[src/rtl/sevenseg_pkg.sv]
// Shared seven-segment definitions: active-low segment patterns, blank enable
// constant and the scan-decoder state encoding.
package sevenseg_pkg;

  // Index is the hex value; bit0 = segment a ... bit6 = segment g, active-low.
  localparam logic [6:0] SEG_PATTERN [16] = '{
    7'b1000000, 7'b1111001, 7'b0100100, 7'b0110000,
    7'b0011001, 7'b0010010, 7'b0000010, 7'b1111000,
    7'b0000000, 7'b0010000, 7'b0001000, 7'b0000011,
    7'b1000110, 7'b0100001, 7'b0000110, 7'b0001110
  };

  localparam logic [6:0]  SEG_BLANK = '1;
  localparam logic [15:0] EN_BLANK  = '1;

  typedef enum logic [1:0] {
    IDLE,
    SETTLE,
    HOLD
  } scan_state_e;

endpackage

[src/rtl/sevenseg_scan_decoder_if.sv]
// Display-bus sniffer interface: raw segment/enable lines in, decoded digits out.
interface sevenseg_scan_decoder_if #(
  parameter int unsigned DIGITS = 3
);
  logic [6:0]          seg_in;
  logic [DIGITS-1:0]   en_in;
  logic                clear;
  logic [4*DIGITS-1:0] digit_out;
  logic [DIGITS-1:0]   digit_valid;
  logic                update_pulse;
  logic                err_pulse;

  modport master (
    output seg_in, en_in, clear,
    input  digit_out, digit_valid, update_pulse, err_pulse
  );

  modport slave (
    input  seg_in, en_in, clear,
    output digit_out, digit_valid, update_pulse, err_pulse
  );
endinterface

[src/rtl/sevenseg_pattern_lookup.sv]
// Combinational reverse lookup of an active-low segment pattern to its hex value.
module sevenseg_pattern_lookup
  import sevenseg_pkg::*;
(
  input  logic [6:0] seg,
  output logic       hit,
  output logic [3:0] value
);

  always_comb begin
    hit   = 1'b0;
    value = '0;
    for (int unsigned i = 0; i < 16; i++) begin
      if (seg == SEG_PATTERN[i]) begin
        hit   = 1'b1;
        value = 4'(i);
      end
    end
  end

endmodule

[src/rtl/sevenseg_scan_decoder.sv]
// Synchronizes, de-glitches and decodes a multiplexed active-low seven-segment
// bus back into per-digit hex values with valid flags.
module sevenseg_scan_decoder
  import sevenseg_pkg::*;
#(
  parameter int unsigned DIGITS        = 3,
  parameter int unsigned STABLE_CYCLES = 4,
  parameter int unsigned CNT_W         = 4
) (
  input  logic clk,
  input  logic rst_n,
  sevenseg_scan_decoder_if.slave bus
);

  localparam int unsigned W = DIGITS + 7;

  logic [W-1:0]        s1_q, s1_d, s2_q, s2_d, prev_q, prev_d;
  scan_state_e         state_q, state_d;
  logic [CNT_W-1:0]    cnt_q, cnt_d;
  logic [4*DIGITS-1:0] dout_q, dout_d;
  logic [DIGITS-1:0]   dval_q, dval_d;
  logic                upd_q, upd_d, err_q, err_d;

  logic                chg;
  logic                evaluate;
  logic [DIGITS-1:0]   eval_en;
  logic [6:0]          eval_seg;
  logic                one_cold;
  logic                hit;
  logic [3:0]          value;

  assign chg      = (s2_q != prev_q);
  assign eval_en  = prev_q[W-1:7];
  assign eval_seg = prev_q[6:0];
  assign one_cold = ($countones(eval_en) == int'(DIGITS - 1));

  sevenseg_pattern_lookup u_lookup (
    .seg   (eval_seg),
    .hit   (hit),
    .value (value)
  );

  always_comb begin
    s1_d     = {bus.en_in, bus.seg_in};
    s2_d     = s1_q;
    prev_d   = s2_q;
    state_d  = state_q;
    cnt_d    = cnt_q;
    dout_d   = dout_q;
    dval_d   = dval_q;
    upd_d    = 1'b0;
    err_d    = 1'b0;
    evaluate = 1'b0;

    // The increment that reaches STABLE_CYCLES-1 is the edge on which the
    // STABLE_CYCLES-th identical sample is seen, so evaluation happens there.
    case (state_q)
      IDLE: begin
        if (chg) begin
          state_d = SETTLE;
          cnt_d   = '0;
        end
      end
      SETTLE: begin
        if (chg) begin
          cnt_d = '0;
        end else begin
          cnt_d = cnt_q + 1'b1;
          if (cnt_d == CNT_W'(STABLE_CYCLES - 1)) begin
            evaluate = 1'b1;
            state_d  = HOLD;
          end
        end
      end
      HOLD: begin
        if (chg) begin
          state_d = SETTLE;
          cnt_d   = '0;
        end
      end
      default: state_d = IDLE;
    endcase

    if (evaluate && (eval_en != EN_BLANK[DIGITS-1:0])) begin
      if (!one_cold || !hit) begin
        err_d = 1'b1;
      end else begin
        upd_d = 1'b1;
        for (int unsigned i = 0; i < DIGITS; i++) begin
          if (!eval_en[i]) begin
            dout_d[4*i +: 4] = value;
            dval_d[i]        = 1'b1;
          end
        end
      end
    end

    // Clear overrides the stored digits but leaves the update strobe intact.
    if (bus.clear) begin
      dout_d = '0;
      dval_d = '0;
    end
  end

  always_ff @(posedge clk or negedge rst_n) begin
    if (!rst_n) begin
      s1_q    <= '1;
      s2_q    <= '1;
      prev_q  <= '1;
      state_q <= IDLE;
      cnt_q   <= '0;
      dout_q  <= '0;
      dval_q  <= '0;
      upd_q   <= 1'b0;
      err_q   <= 1'b0;
    end else begin
      s1_q    <= s1_d;
      s2_q    <= s2_d;
      prev_q  <= prev_d;
      state_q <= state_d;
      cnt_q   <= cnt_d;
      dout_q  <= dout_d;
      dval_q  <= dval_d;
      upd_q   <= upd_d;
      err_q   <= err_d;
    end
  end

  assign bus.digit_out    = dout_q;
  assign bus.digit_valid  = dval_q;
  assign bus.update_pulse = upd_q;
  assign bus.err_pulse    = err_q;

endmodule

[src/flat_wrapper.sv]
// flat-port wrapper written by rule: the top's interface ports become plain ports
module sevenseg_scan_decoder_flat import sevenseg_pkg::*;
#(
  parameter int unsigned DIGITS        = 3,
  parameter int unsigned STABLE_CYCLES = 4,
  parameter int unsigned CNT_W         = 4
)
  (clk, rst_n, bus_seg_in, bus_en_in, bus_clear, bus_digit_out, bus_digit_valid, bus_update_pulse, bus_err_pulse);
  sevenseg_scan_decoder_if #(.DIGITS(DIGITS)) bus_i ();
  input  logic clk;
  input  logic rst_n;
  input wire logic [$bits(bus_i.seg_in)-1:0] bus_seg_in;
  input wire logic [$bits(bus_i.en_in)-1:0] bus_en_in;
  input wire logic [$bits(bus_i.clear)-1:0] bus_clear;
  output wire logic [$bits(bus_i.digit_out)-1:0] bus_digit_out;
  output wire logic [$bits(bus_i.digit_valid)-1:0] bus_digit_valid;
  output wire logic [$bits(bus_i.update_pulse)-1:0] bus_update_pulse;
  output wire logic [$bits(bus_i.err_pulse)-1:0] bus_err_pulse;
  assign bus_i.seg_in = bus_seg_in;
  assign bus_i.en_in = bus_en_in;
  assign bus_i.clear = bus_clear;
  assign bus_digit_out = bus_i.digit_out;
  assign bus_digit_valid = bus_i.digit_valid;
  assign bus_update_pulse = bus_i.update_pulse;
  assign bus_err_pulse = bus_i.err_pulse;
  sevenseg_scan_decoder #(.DIGITS(DIGITS), .STABLE_CYCLES(STABLE_CYCLES), .CNT_W(CNT_W)) u_core (.clk(clk), .rst_n(rst_n), .bus(bus_i));
endmodule
[config.mk]
export PLATFORM = sky130hd
export DESIGN_NAME = sevenseg_scan_decoder_flat
export DESIGN_NICKNAME = d
export VERILOG_FILES = /design/src/rtl/sevenseg_pkg.sv /design/src/rtl/sevenseg_scan_decoder_if.sv /design/src/rtl/sevenseg_pattern_lookup.sv /design/src/rtl/sevenseg_scan_decoder.sv /design/src/flat_wrapper.sv
export SDC_FILE = /design/constraint.sdc
export NUM_CORES = 1
export LEC_CHECK = 0
export CORE_MARGIN = 2
export CORE_UTILIZATION = 26
export CTS_CLUSTER_SIZE = 20
export DETAILED_ROUTE_END_ITERATION = 10
export SKIP_CTS_REPAIR_TIMING = 1
export SLEW_MARGIN = 10
export SYNTH_ARGS = -nofsm -noshare
export SYNTH_HDL_FRONTEND = slang
export SYNTH_HIERARCHICAL = 1
export SYNTH_SLANG_ARGS = --single-unit
[constraint.sdc]
create_clock -name clk -period 4.3 [get_ports clk]
set_input_delay 0.86 -clock clk [delete_from_list [all_inputs] [get_ports clk]]
set_output_delay 0.86 -clock clk [all_outputs]
set_load 0.1 [all_outputs]
# [Word-level counts from Yosys, hierarchy flattened]
# Index checks and enable logic that the tools add are counted.
[totals] register_bits=53 input_bits=13 out_inout_bits=17 elab_cells=115
[op_classes] addsub=3 n_eq_ne=28 n_mux=57 n_reduce_logical=14
[ops] operator="$mux 4" n=19
[ops] operator="$mux 12" n=3
[ops] operator="$add 32x1->32" n=1
[ops] operator="$eq 32x3->1 const B" n=1
[ops] operator="$eq 7x7->1 const B" n=4
[ops] operator="$mux 1" n=27
[ops] operator="$eq 7x5->1 const B" n=3
[ops] operator="$eq 7x6->1 const B" n=3
[ops] operator="$eq 7x2->1 const B" n=2
[ops] operator="$eq 7x4->1 const B" n=2
[ops] operator="$reduce_and 3->1" n=4
[ops] operator="$ne 10x10->1" n=1
[ops] operator="$ne 2x2->1 const B" n=5
[ops] operator="$mux 3" n=3
[ops] operator="$pmux 4 s2" n=1
[ops] operator="$eq 7x3->1 const B" n=1
[ops] operator="$logic_not 7->1" n=1
[ops] operator="$mux 2" n=3
[ops] operator="$add 4x1->4 const B" n=1
[ops] operator="$eq 4x2->1 const B" n=1
[ops] operator="$ne 2x1->1 const B" n=2
[ops] operator="$pmux 2 s2" n=1
[ops] operator="$reduce_bool 2->1" n=2
[ops] operator="$ne 3x3->1 const B" n=1
[ops] operator="9 further kinds" n=10

# [Longest topological paths before layout]
# Gate-level depths: netlist (run 1).
[logic_depth] depth_word=22 ltp_mapped=10 ltp_nobuf=7

# [By module]
# The synthesis (run 1) kept the hierarchy.
[by_module_without_submodules] mod="sevenseg_scan_decoder" instances=1 cells_per_inst=153 area_per_inst_um2=2090.8 seq_area_each_um2=1363.8
[by_module_without_submodules] mod="sevenseg_pattern_lookup" instances=1 cells_per_inst=55 area_per_inst_um2=329.1 seq_area_each_um2=0.0

# [Worst setup path after synthesis (run 1)]
# OpenSTA, ideal clock, no wires.
[synth_timing] path_type="register to register" start="register u_core.prev_q[1]" end="register u_core.dval_q[0], in the netlist u_core/bus.digit_valid[0]" arrival_ns=2.294 required_ns=4.179 slack_ns=1.886 stages_incl_launch_ff=11 path_buffers=3 synth_period_minus_slack_ns=2.414 path_cell_list="dfstp_2 buf_2 nor2_1 a32oi_1 o31ai_1 or4_1 and3b_1 buf_1 and4_1 buf_4 o21ba_1"
[synth_via] elab_chain_cells=21 elab_cells_between_ends=41
[synth_lines] element="start: declaration" line="sevenseg_scan_decoder.sv:17" source="logic [W-1:0] s1_q, s1_d, s2_q, s2_d, prev_q, prev_d;"
[synth_lines] element="start signal: assignment" line="sevenseg_scan_decoder.sv:119" source="prev_q <= prev_d;"
[synth_lines] element="$eq 7x7->1" line="sevenseg_pattern_lookup.sv:14" source="if (seg == SEG_PATTERN[i]) begin"
[synth_lines] element="$mux 1 (15 in a row)" line="sevenseg_pattern_lookup.sv:14"
[synth_lines] element="$mux 1 (*)" line="sevenseg_pattern_lookup.sv:14"
[synth_lines] element="named net u_core.hit" line="sevenseg_scan_decoder.sv:29" source="logic hit;"
[synth_lines] element="$logic_not 1->1 (*)" line="sevenseg_scan_decoder.sv:85" source="if (!one_cold || !hit) begin"
[synth_lines] element="$logic_or 1x1->1 (*)" line="sevenseg_scan_decoder.sv:85"
[synth_lines] element="$ne 2x2->1 (no source line) (*)"
[synth_lines] element="$reduce_and 3->1 (no source line) (*)"
[synth_lines] element="end signal: assignment" line="sevenseg_scan_decoder.sv:123" source="dval_q <= dval_d;"
[synth_lines] element="end: declaration" line="sevenseg_scan_decoder.sv:21" source="logic [DIGITS-1:0] dval_q, dval_d;"
# Mark *: on every way through the listed nets, which the timed path passes. The rest lies on a longest branch.
# A chain may end at the register's enable or synchronous reset.

# [Worst setup path in the final report (run 1)]
[layout_timing] start="register u_core.dout_q[0], in the netlist u_core/bus.digit_out[0]" end="output port bus_digit_out[0]"
[layout_lines] element="start: declaration" line="sevenseg_scan_decoder.sv:20" source="logic [4*DIGITS-1:0] dout_q, dout_d;"
[layout_lines] element="start signal: assignment" line="sevenseg_scan_decoder.sv:122" source="dout_q <= dout_d;"
[layout_lines] element="end: declaration" line="flat_wrapper.sv:15" source="output wire logic [$bits(bus_i.digit_out)-1:0] bus_digit_out;"
# No word-level cell between the ends.

==> run summary, run 1 <==
The run finished with clean final reports. The number of setup violations in the final report came out at 0. The number of H-tree levels is 2. The number of buffers and inverters on the critical path came out at 1. The overall via count from detail_route came out at 1585. The storage element area came out at 0.001364 mm².

At the pin with the least slew margin, the transition time is 1.026 ns. The maximum frequency from static timing analysis is 373.6 MHz. The wire length of the first global-routing pass came out at 7383 µm. The largest fanout of any net on the critical path came out at 2. The number of synthesis warnings is 6.

The mean number of vias per cell is 4.608. The clock reaches the later pin of the worst-skew pair after 0.31 ns. The total stage count of the critical path came out at 1.

In this run the tool buffered the top-level ports with 29 buffer cells. The biggest cell delay along the critical path came out at 1.14 ns. The worst slew margin relative to its limit came out at 31.05%. The number of max-slew violations in the final report is 0. The worst setup path is launched from a flip-flop. The clock sink count is 53. Walking the worst path, the cells encountered are clkdlybuf4s50_1. The worst register-to-register path has a setup slack of 1.66 ns. The final worst-path setup slack is 1.623 ns. The number of register bits inferred by synthesis is 53. The floorplan die height came out at 100.5 µm.

The post-route netlist has 20.17% of its cells at a drive strength greater than 1. The CTS root buffer is clkbuf_8. For this configuration, the core starts out at a cell density of 26.44%. The count of routing violations after the opening detailed-route iteration came out at 87. The min-delay analysis places its worst path in the category flip-flop to flip-flop. The count of filler cells inserted in the layout came out at 911. The cell with the largest stage delay on the worst path is clkdlybuf4s50_1. The worst setup path is of the flip-flop to output port kind. Once placement finished, the instance area stood at 0.002775 mm².

The most common cell in the synthesized netlist is dfstp_2. The multi-input gate area in the final layout is 953.4 µm². The setup total negative slack is 0 ns.

The number of cell rows came out at 35. The power density over cell area came out at 304.7 mW/mm². The critical path starts at u_core/bus.digit_out[0]$_DFFE_PN0P_. The clock passes through at most 2 buffers. In the post-synthesis netlist, the biggest area contributors are dfstp_2, dfrtp_1, mux2i_1.

The area fraction of the dominant cell type after synthesis is 32.57%. The gate family responsible for the most delay along the worst path is buffers and inverters. The number of global-route vias before repair came out at 1521. The core outline area is 0.009153 mm². The initial antenna violation count is 0. The top-level port count came out at 30. The overall track demand over capacity in global routing is 9.210%.

The post-synth net total came out at 224. The largest total area in the synthesized netlist belongs to dfstp_2. After detailed routing, the average wire length per cell comes to 12.49 µm. In the synthesized netlist the dominant register cell turns out to be dfstp_2. The distinct cell type count after synthesis is 49. The number of maximum-capacitance constraint violations is 0. For the final database, setup skew stands at 0.006719 ns. The number of antenna diodes in the final layout is 0. The cell area after technology mapping came out at 0.002420 mm². The depth of the most critical reg-to-reg path is 5.

The worst setup path endpoint is bus_digit_out[0]. The number of detailed-route iterations in the first pass came out at 4. The total number of nets in the final design is 248. In this run the static leakage power is 1.223 nW.

The end of the worst register-to-register path is u_core/bus.digit_out[1]$_DFFE_PN0P_. The synthesized design contains 0 enable-type register cells. The final hold violation count is 0.

The proportion of register bits with asynchronous set or reset after synthesis is 100.0%. The clock slew seen by the registers of the worst setup and hold paths is 0.10 ns. The average footprint of a synthesized cell came out at 11.63 µm². Summed over all layers, the routed wires come to 4297 µm. In the synthesized netlist, the cells that appear most often are dfstp_2, dfrtp_1, nand2b_1. Timing analysis after detailed placement gives a worst setup slack of 1.651 ns.

The half-perimeter wire length of the detailed placement result is 3020 µm. The TritonCTS buffer count came out at 5. The required time of the critical path is 3.44 ns.

The congestion estimate from routability-driven global placement came to 0.7734. The start of the worst register-to-register path is u_core/prev_q[4]$_DFF_PN1_. At the worst endpoint, the arrival time is 1.82 ns.

The post-synthesis cell count is 208. The relative area change from synthesis to final layout is 18.25%. STA classifies the critical path endpoint as an output port.

Sequential cells were found to cover 56.36% of the synthesized design area. The width of the die came out at 100.5 µm. Setup repair after global routing left no endpoint under its margin. With fillers left out, the area of the finished cells amounts to 0.002861 mm². IR analysis of the VDD net gives a maximum drop of 0.1829 mV.

The total overflow reported by the global router came out at 0. The maximum number of pins on one net before global-route repair is 39. Subtracting the final worst setup slack from the clock period gives 2.677 ns. The post-detailed-route count of antenna-violating nets is 0.

The clock tree from TritonCTS is built. In the routed design, unresolved DRC markers number 0. The full die area came out at 0.01009 mm². Of the available clock period, the critical path in the final layout requires 62.25%.
==> metrics by stage <==
| stage | hold slack, ns | cells | utilization, % | power (mW) |
|---|---|---|---|---|
| 4_1_cts | 0.3613 | 344 | 31.26 | 0.8911 |
| 3_3_place_gp | 0.3455 | 336 | 30.32 | 0.6034 |
| 2_1_floorplan | 0.3452 | 208 | - | 0.5780 |
| 6_report | 0.3594 | 344 | 31.26 | 0.8719 |
| 5_1_grt | 0.3678 | 344 | 31.26 | 0.9205 |
| 3_5_place_dp | 0.3468 | 336 | 30.32 | 0.6041 |
==> placed cells by master, fill, tap and decap left out, types with 2 or more instances in the layout <==
cell	count
nor2b_1	3
nand2_1	13
nand4_2	2
clkdlybuf4s50_1	28
o21ai_0	8
and3_1	2
nor3b_1	2
nand2b_1	18
dfrtp_1	23
nand4_1	6
a21oi_1	5
xnor2_1	9
a22oi_1	2
nand3_1	7
nor2_1	12
inv_1	7
nor3_1	2
ha_1	2
nand3b_1	2
clkbuf_8	5
mux2i_1	12
and3b_1	2
o21ai_1	2
a211oi_1	2
dfstp_2	30
xor2_1	2
==> sequential cells by signal (all words and copies together) (netlist names) <==
name	flops
u_core/bus.digit_out	12
u_core/prev_d	10
u_core/prev_q	10
u_core/s1_q	10
u_core/cnt_q	4
u_core/bus.digit_valid	3
u_core/state_q	2
u_core/bus.err_pulse	1
u_core/bus.update_pulse	1
==> kinds of logic (layout without fill, tap and decap cells) <==
logic type,count (synthesis),count (layout),share of synthesized area (%)
multiplexers,12,12,4.964
AND/OR/NAND/NOR,80,80,19.80
flip-flops,53,53,56.36
buffers and inverters,20,45,4.240
XOR/XNOR,11,11,3.982
AO/OA/AOI/OAI,29,29,8.790
adder cells (fa/ha/maj),3,3,1.861
==> routing by layer <==
| metal | global-route usage, % | vias up | wire length [µm] |
|---|---|---|---|
| li1 | - | 763 | - |
| met1 | 12.14 | 774 | 2017 |
| met2 | 14.51 | 39 | 2048 |
| met3 | 2.288 | 9 | 148 |
| met4 | 3.793 | 0 | 82 |
| met5 | 0 | - | 0 |
==> how the worst min path moves through the flow <==
stage	startpoint	endpoint	slack [ns]	cells past startpoint
floorplan	u_core/s1_q[0]$_DFF_PN1_	u_core/prev_d[0]$_DFF_PN1_	0.35	0
global route	u_core/s1_q[2]$_DFF_PN1_	u_core/prev_d[2]$_DFF_PN1_	0.37	0
global placement	u_core/s1_q[0]$_DFF_PN1_	u_core/prev_d[0]$_DFF_PN1_	0.35	0
finish	u_core/s1_q[0]$_DFF_PN1_	u_core/prev_d[0]$_DFF_PN1_	0.36	0
CTS	u_core/s1_q[9]$_DFF_PN1_	u_core/prev_d[9]$_DFF_PN1_	0.36	0
detailed placement	u_core/s1_q[8]$_DFF_PN1_	u_core/prev_d[8]$_DFF_PN1_	0.35	0
==> report_power, final <==
part	total (mW)	internal, mW	leakage, nW	switching (mW)
Combinational	0.0527	0.0267	0.546	0.0260
Sequential	0.542	0.525	0.632	0.0171
Clock	0.277	0.116	0.0456	0.161
Total	0.872	0.668	1.22	0.204
==> layout make-up <==
cell class	count	share of cell area, %
Timing Repair Buffer	30	10.23
Clock inverter	2	0.4810
Multi-Input combinational cell	135	33.32
Inverter	7	0.9182
Sequential cell	53	47.66
Clock buffer	6	2.536
Tap cell	111	4.854
No activity file was read; power rests on OpenSTA's default activity.
==> inputs of run 2 (changes only) <==
==> constraint.sdc (replaced) <==
create_clock -name clk -period 2.8 [get_ports clk]
set_input_delay 0.56 -clock clk [delete_from_list [all_inputs] [get_ports clk]]
set_output_delay 0.56 -clock clk [all_outputs]
set_load 0.1 [all_outputs]
==> run 2 against run 1 <==
  * Final cell count up 0.29%
  * Clock-buffer cell count up 1
  * Setup slack worse by 1.3 ns
  * Critical path depth up 6
  * Final area up 0.26%
  * Wire length up 2.7%
  * Sequential share of layout area down 0.12 points
  * Via count up 1.6%
  * Sequential cell count unchanged
  * Clock power up 90%
  * Highest routed layer unchanged
  * Critical endpoint is now u_core/bus.digit_out[1]$_DFFE_PN0P_
  * Combinational power up 60%
  * Clock skew down 0.0016 ns
==> run summary, run 2 (synthesized netlist as in run 1, its figures left out) <==
The mean routed wirelength per cell is 12.80 µm (+2.4%). The worst slew margin relative to its limit is 64.47% (+33 points). The number of H-tree levels came out at 2 (unchanged). The cell family contributing the most delay on the critical path is simple AND/OR/NAND/NOR gates. The latest clock arrival within the worst-skew pair is 0.30 ns (about the same). The required time of the critical path came out at 3.03 ns (-0.41 ns). The maximum VDD drop is 0.2324 mV (+27%). The instance area after placement is 0.002753 mm² (-0.81%). The maximum frequency from static timing analysis is 404.0 MHz.

The setup total negative slack is 0 ns (unchanged). The biggest cell delay along the critical path came out at 0.65 ns (-0.49 ns). The starting utilization of the core area was 26.44% (unchanged).

The post-detailed-route count of antenna-violating nets was 0 (unchanged). The run finished with clean final reports. The final weighted congestion in routability-driven placement came to 0.8134 (+5.2%). Setup repair after global routing left no endpoint under its margin. The total overflow reported by the global router is 0 (unchanged). The count of filler cells inserted in the layout came out at 904 (-0.77%). The number of antenna repair diodes was 0 (unchanged). The TritonCTS buffer count came out at 5 (unchanged). The flip-flop count of the largest register after layout came out at 12 (unchanged). The final routed wirelength across all metal layers is 4415 µm (+2.7%). The worst hold path belongs to the class primary input to async pin.

The wire length of the first global-routing pass came out at 7555 µm (+2.3%). In the layout the commonest cells are dfstp_2, dfrtp_1, buf_4, nand2b_1, nand2_1. The total number of nets in the final design is 249 (+0.40%).

The number of global-route vias before repair came out at 1561 (+2.6%). The mean number of vias per cell is 4.667 (+1.3%). The top-level port count came out at 30 (unchanged).

The cell with the largest stage delay on the worst path is dfstp_2. The total power consumption of the routed design is 1.444 mW (+66%). The number of buffers and inverters on the critical path was 0 (-1).

Leaving out fill and tap cells, the most frequent cell in the layout is dfstp_2. The count of input and output buffers came out at 29 (unchanged). The overall via count from detail_route is 1610 (+1.6%). The maximum number of pins on one net before global-route repair is 33 (-15%). The clock sink count was 53 (unchanged). The portion of the clock cycle consumed by the worst path in the final layout is 88.41%.

The number of standard cells in the layout, taps in and fillers out came out at 345 (+0.29%). The number of detailed-route iterations in the first pass was 4 (unchanged). The clock slew seen by the registers of the worst setup and hold paths was 0.09 ns (about the same). The number of maximum-capacitance constraint violations came to 0 (unchanged). The relative area change from synthesis to final layout came out at 18.56%. The count of routing violations after the opening detailed-route iteration came out at 65 (-25%). STA classifies the critical path endpoint as a flip-flop. The number of placed instances with taps included came out at 337 (+0.30%). The maximum count of clock buffers along a single path was 2 (unchanged). The initial antenna violation count came out at 0 (unchanged). The critical path arrival is 2.70 ns (+0.88 ns). The largest clock skew in the final design is 0.005148 ns (-0.001571 ns). The number of setup violations in the final report is 0 (unchanged). The worst setup path is launched from a flip-flop. The post-route DRC violation count is 0 (unchanged).

The critical path goes through nor4b_1 -> nand3b_1 -> nand4_1 -> or4_1 -> and3b_1 -> and4_1 -> mux2i_1. The minimum clock period after layout is 2.475 ns. TritonCTS built the clock tree. The overall track demand over capacity in global routing is 9.436% (+0.23 points).

The utilization of the core after routing is 31.35% (+0.082 points). The number of cell rows was 35 (unchanged). The power density over cell area is 503.3 mW/mm² (+65%).

The floorplan die height came out at 100.5 µm (unchanged). The post-route cell area is 0.002869 mm² (+0.26%). The core outline area came out at 0.009153 mm² (unchanged). The final hold violation count is 0 (unchanged). The full die area was 0.01009 mm² (unchanged). The largest fanout of any net on the critical path is 10 (+8). The width of the die is 100.5 µm (unchanged). The leakage dissipation came to 1.281 nW (+4.8%). The start-to-end type of the worst setup path is flip-flop to flip-flop. The half-perimeter wire length of the detailed placement result came out at 3196 µm (+5.8%). The number of max-slew violations in the final report was 0 (unchanged). The share of post-route cells with drive strength above 1 is 27.78% (+7.6 points). The tree is rooted in a clkbuf_8. The slew at the pin closest to its max-slew limit is 0.5312 ns (-0.4944 ns).
-- run 2: cell count changes in the layout (fill, tap and decap cells not counted), sizes merged --
cell           delta
buf              +18
clkdlybuf4s50    -17
bufinv            +1
clkbuf            +1
clkinv            -1
inv               -1
-- run 2: report_power, final --
part / total [mW] / internal [mW] / switching, mW
combinational: 0.0844 / 0.0431 / 0.0413
clock: 0.527 / 0.291 / 0.235
sequential: 0.833 / 0.806 / 0.0270
total: 1.44 / 1.14 / 0.304
-- run 2: per-layer routing --
metal  vias up  track usage [%]  part of all wire, %
li1        766                -                    -
met1       784            12.20                   45
met2        50            15.18                   48
met3        10            2.288                  4.5
met4         0            3.899                  2.2
met5         -                0                    0
-- run 2: final timing paths --
check / startpoint / endpoint / slack (ns) / cells after the start
min reg2reg: u_core/s1_q[8]$_DFF_PN1_ / u_core/prev_d[8]$_DFF_PN1_ / 0.36 / 0
max in group asynchronous: rst_n / u_core/prev_q[9]$_DFF_PN1_ / 1.97 / 2
max: u_core/prev_q[2]$_DFF_PN1_ / u_core/bus.digit_out[1]$_DFFE_PN0P_ / 0.32 / 7
min in group clk: u_core/s1_q[8]$_DFF_PN1_ / u_core/prev_d[8]$_DFF_PN1_ / 0.36 / 0
min: rst_n / u_core/cnt_q[1]$_DFFE_PN0P_ / 0.23 / 1
max reg2reg: u_core/prev_q[2]$_DFF_PN1_ / u_core/bus.digit_out[1]$_DFFE_PN0P_ / 0.32 / 7
-- run 2: area by class of cell --
type,count,area (µm²),share of cell area (%)
sequential,53,1364,47.54
multi-input combinational,135,953.4,33.23
timing repair buffer,31,270.3,9.420
tap,111,138.9,4.841
clock buffer,7,86.33,3.009
clock inverter,1,30.03,1.047
inverter,7,26.28,0.9158
-- run 2: per-stage QoR --
step	hold WS, ns	setup slack [ns]
2_1_floorplan	0.2644	0.3855
3_3_place_gp	0.3458	0.4669
3_5_place_dp	0.3472	0.3841
4_1_cts	0.2395	0.3580
5_1_grt	0.2553	0.1156
6_report	0.2260	0.3246
==> inputs of run 3 (changes only) <==
--- a/config.mk
+++ b/config.mk
@@ -5,10 +5,13 @@
 export SDC_FILE = /design/constraint.sdc
 export NUM_CORES = 1
 export LEC_CHECK = 0
+export CELL_PAD_IN_SITES_DETAIL_PLACEMENT = 1
+export CELL_PAD_IN_SITES_GLOBAL_PLACEMENT = 2
 export CORE_MARGIN = 2
 export CORE_UTILIZATION = 26
 export CTS_CLUSTER_SIZE = 20
 export DETAILED_ROUTE_END_ITERATION = 10
+export PLACE_DENSITY_LB_ADDON = 0.1
 export SKIP_CTS_REPAIR_TIMING = 1
 export SLEW_MARGIN = 10
 export SYNTH_ARGS = -nofsm -noshare
==> run 3 against run 2 <==
  * Wire length increased by 18%
  * Utilization decreased by 0.12 points
  * Critical path depth unchanged
  * Non-clock buffer count increased by 1
  * Total power decreased by 4.1%
  * Clock skew increased by 0.0073 ns
  * Sequential cell count unchanged
  * Critical path type unchanged
  * Critical endpoint is now u_core/bus.digit_valid[0]$_DFFE_PN0P_
==> run summary, run 3 (synthesized netlist as in run 1, its figures left out) <==
The total number of nets in the final design is 250 (+0.40%). The number of max-slew violations in the final report came to 0 (unchanged). The power density over cell area came to 484.7 mW/mm² (-3.7%). The critical path is of the flip-flop to flip-flop type. The clock sink count came out at 53 (unchanged).

The share of post-route cells with drive strength above 1 came out at 28.51% (+0.73 points). The full die area is 0.01009 mm² (unchanged). The final hold violation count is 0 (unchanged). The required time of the critical path was 3.02 ns (about the same). The relative area change from synthesis to final layout came out at 18.10%.

The overall track demand over capacity in global routing came out at 11.10% (+1.7 points). The biggest cell delay along the critical path was 0.70 ns (+0.05 ns). The number of cell rows is 35 (unchanged). The run finished with clean final reports. The overall via count from detail_route is 1589 (-1.3%). The utilization of the core after routing is 31.22% (-0.12 points).

The library cell used most frequently in the layout, excluding fill and tap cells, is dfstp_2. The portion of the clock cycle consumed by the worst path in the final layout is 89.39% (+0.98 points). The top-level port count is 30 (unchanged). The TritonCTS buffer count came out at 5 (unchanged). Walking the worst path, the cells encountered are a211oi_1 -> o21ai_1 -> nand4_1 -> or4_1 -> and3b_1 -> and4_1 -> o21ba_1. The latest clock arrival within the worst-skew pair was 0.31 ns (about the same). The core outline area is 0.009153 mm² (unchanged). The CTS root buffer is clkbuf_8. The initial antenna violation count is 0 (unchanged).

The floorplan die height was 100.5 µm (unchanged). The total power consumption of the routed design was 1.385 mW (-4.1%). The flip-flop count of the largest register after layout came out at 12 (unchanged).

The cell with the largest stage delay on the worst path is dfstp_2. The tightest min-delay check is of the primary input to async pin type. The total overflow reported by the global router is 0 (unchanged). The number of antenna repair diodes was 0 (unchanged). The count of input and output buffers is 29 (unchanged).

The number of global-route vias before repair came to 1614 (+3.4%). STA classifies the critical path startpoint as a flip-flop. The critical path arrival is 2.72 ns (+0.02 ns). The width of the die is 100.5 µm (unchanged). The top cell types in the final layout, fill and taps aside, are dfstp_2, dfrtp_1, buf_4.

The post-route DRC violation count was 0 (unchanged). The final routed wirelength across all metal layers came to 5219 µm (+18%). The kind of end point of the critical path is a flip-flop. The maximum frequency from static timing analysis is 399.6 MHz (-1.1%). The largest clock skew in the final design is 0.01245 ns (+0.007306 ns). The largest fanout of any net on the critical path came out at 12 (+2). The maximum number of pins on one net before global-route repair came out at 34 (+3.0%). The worst slew margin relative to its limit is 48.66% (-16 points). The post-route cell area was 0.002858 mm² (-0.39%). The clock tree from TritonCTS is built. The maximum VDD drop came out at 0.1963 mV (-16%). The wire length of the first global-routing pass is 8666 µm (+15%). The leakage dissipation is 1.278 nW (-0.23%). The number of setup violations in the final report is 0 (unchanged). The final weighted congestion in routability-driven placement came out at 0.7441 (-8.5%). The mean routed wirelength per cell was 15.08 µm (+18%). The instance area after placement came to 0.002760 mm² (+0.27%). The slew at the pin closest to its max-slew limit came out at 0.7702 ns (+0.2390 ns). The post-detailed-route count of antenna-violating nets came to 0 (unchanged). The number of maximum-capacitance constraint violations is 0 (unchanged). The clock slew seen by the registers of the worst setup and hold paths came out at 0.11 ns (+0.02 ns). The setup total negative slack is 0 ns (unchanged). The number of H-tree levels is 2 (unchanged).

Setup repair after global routing left no endpoint under its margin. The half-perimeter wire length of the detailed placement result came to 3707 µm (+16%). The starting utilization of the core area came out at 26.44% (unchanged). The number of detailed-route iterations in the first pass came out at 4 (unchanged). The minimum clock period after layout is 2.503 ns (+0.02737 ns). The mean number of vias per cell came out at 4.592 (-1.6%). The count of routing violations after the opening detailed-route iteration came out at 43 (-34%).

The maximum count of clock buffers along a single path came out at 2 (unchanged).
run 3: worst paths after layout:
check | from | endpoint | slack (ns) | cells after the start
worst max-delay path | u_core/prev_q[4]$_DFF_PN1_ | u_core/bus.digit_valid[0]$_DFFE_PN0P_ | 0.30 | 7
worst min-delay path | rst_n | u_core/bus.digit_out[0]$_DFFE_PN0P_ | 0.32 | 1
worst max register to register | u_core/prev_q[4]$_DFF_PN1_ | u_core/bus.digit_valid[0]$_DFFE_PN0P_ | 0.30 | 7
worst min register to register | u_core/s1_q[1]$_DFF_PN1_ | u_core/prev_d[1]$_DFF_PN1_ | 0.36 | 0
max in group asynchronous | rst_n | u_core/prev_q[2]$_DFF_PN1_ | 1.84 | 2
min in group clk | u_core/s1_q[1]$_DFF_PN1_ | u_core/prev_d[1]$_DFF_PN1_ | 0.36 | 0
run 3: where the power goes:
| part | internal, mW | switching (mW) | total [mW] |
|---|---|---|---|
| registers | 0.806 | 0.0277 | 0.834 |
| clock network | 0.188 | 0.276 | 0.464 |
| logic | 0.0438 | 0.0439 | 0.0877 |
run 3: final cells by class:
class                           instances  area, µm²
Clock buffer                            5      68.82
Clock inverter                          3      28.78
Fill cell                            1012       6295
Inverter                                7      26.28
Multi-Input combinational cell        135      953.4
Sequential cell                        53       1364
Tap cell                              111      138.9
Timing Repair Buffer                   32      277.8
run 3: routing by layer:
layer / share of wire [%] / track usage [%] / vias to the layer above
met3: 2.5 / 2.219 / 7
li1: - / - / 763
met4: 1.1 / 3.161 / 0
met2: 46 / 17.14 / 22
met5: 0 / 0 / -
met1: 50 / 15.87 / 797
run 3: worst max-delay path, delay by kind of cell (launching register included):
family	cells	cell delay [ns]
AND/OR/NAND/NOR	4	1.22
flip-flops	1	0.70
AO/OA/AOI/OAI	3	0.48
run 3: metrics by stage:
| stage | worst slack [ns] | hold WS [ns] | cells |
|---|---|---|---|
| final | 0.2972 | 0.3167 | 346 |
| after global routing | 0.06947 | 0.3647 | 346 |
| after CTS | 0.2627 | 0.3371 | 346 |
| after detailed placement | 0.2949 | 0.3469 | 338 |
| after global placement | 0.3117 | 0.3456 | 338 |
| after floorplan | 0.3855 | 0.2644 | 208 |
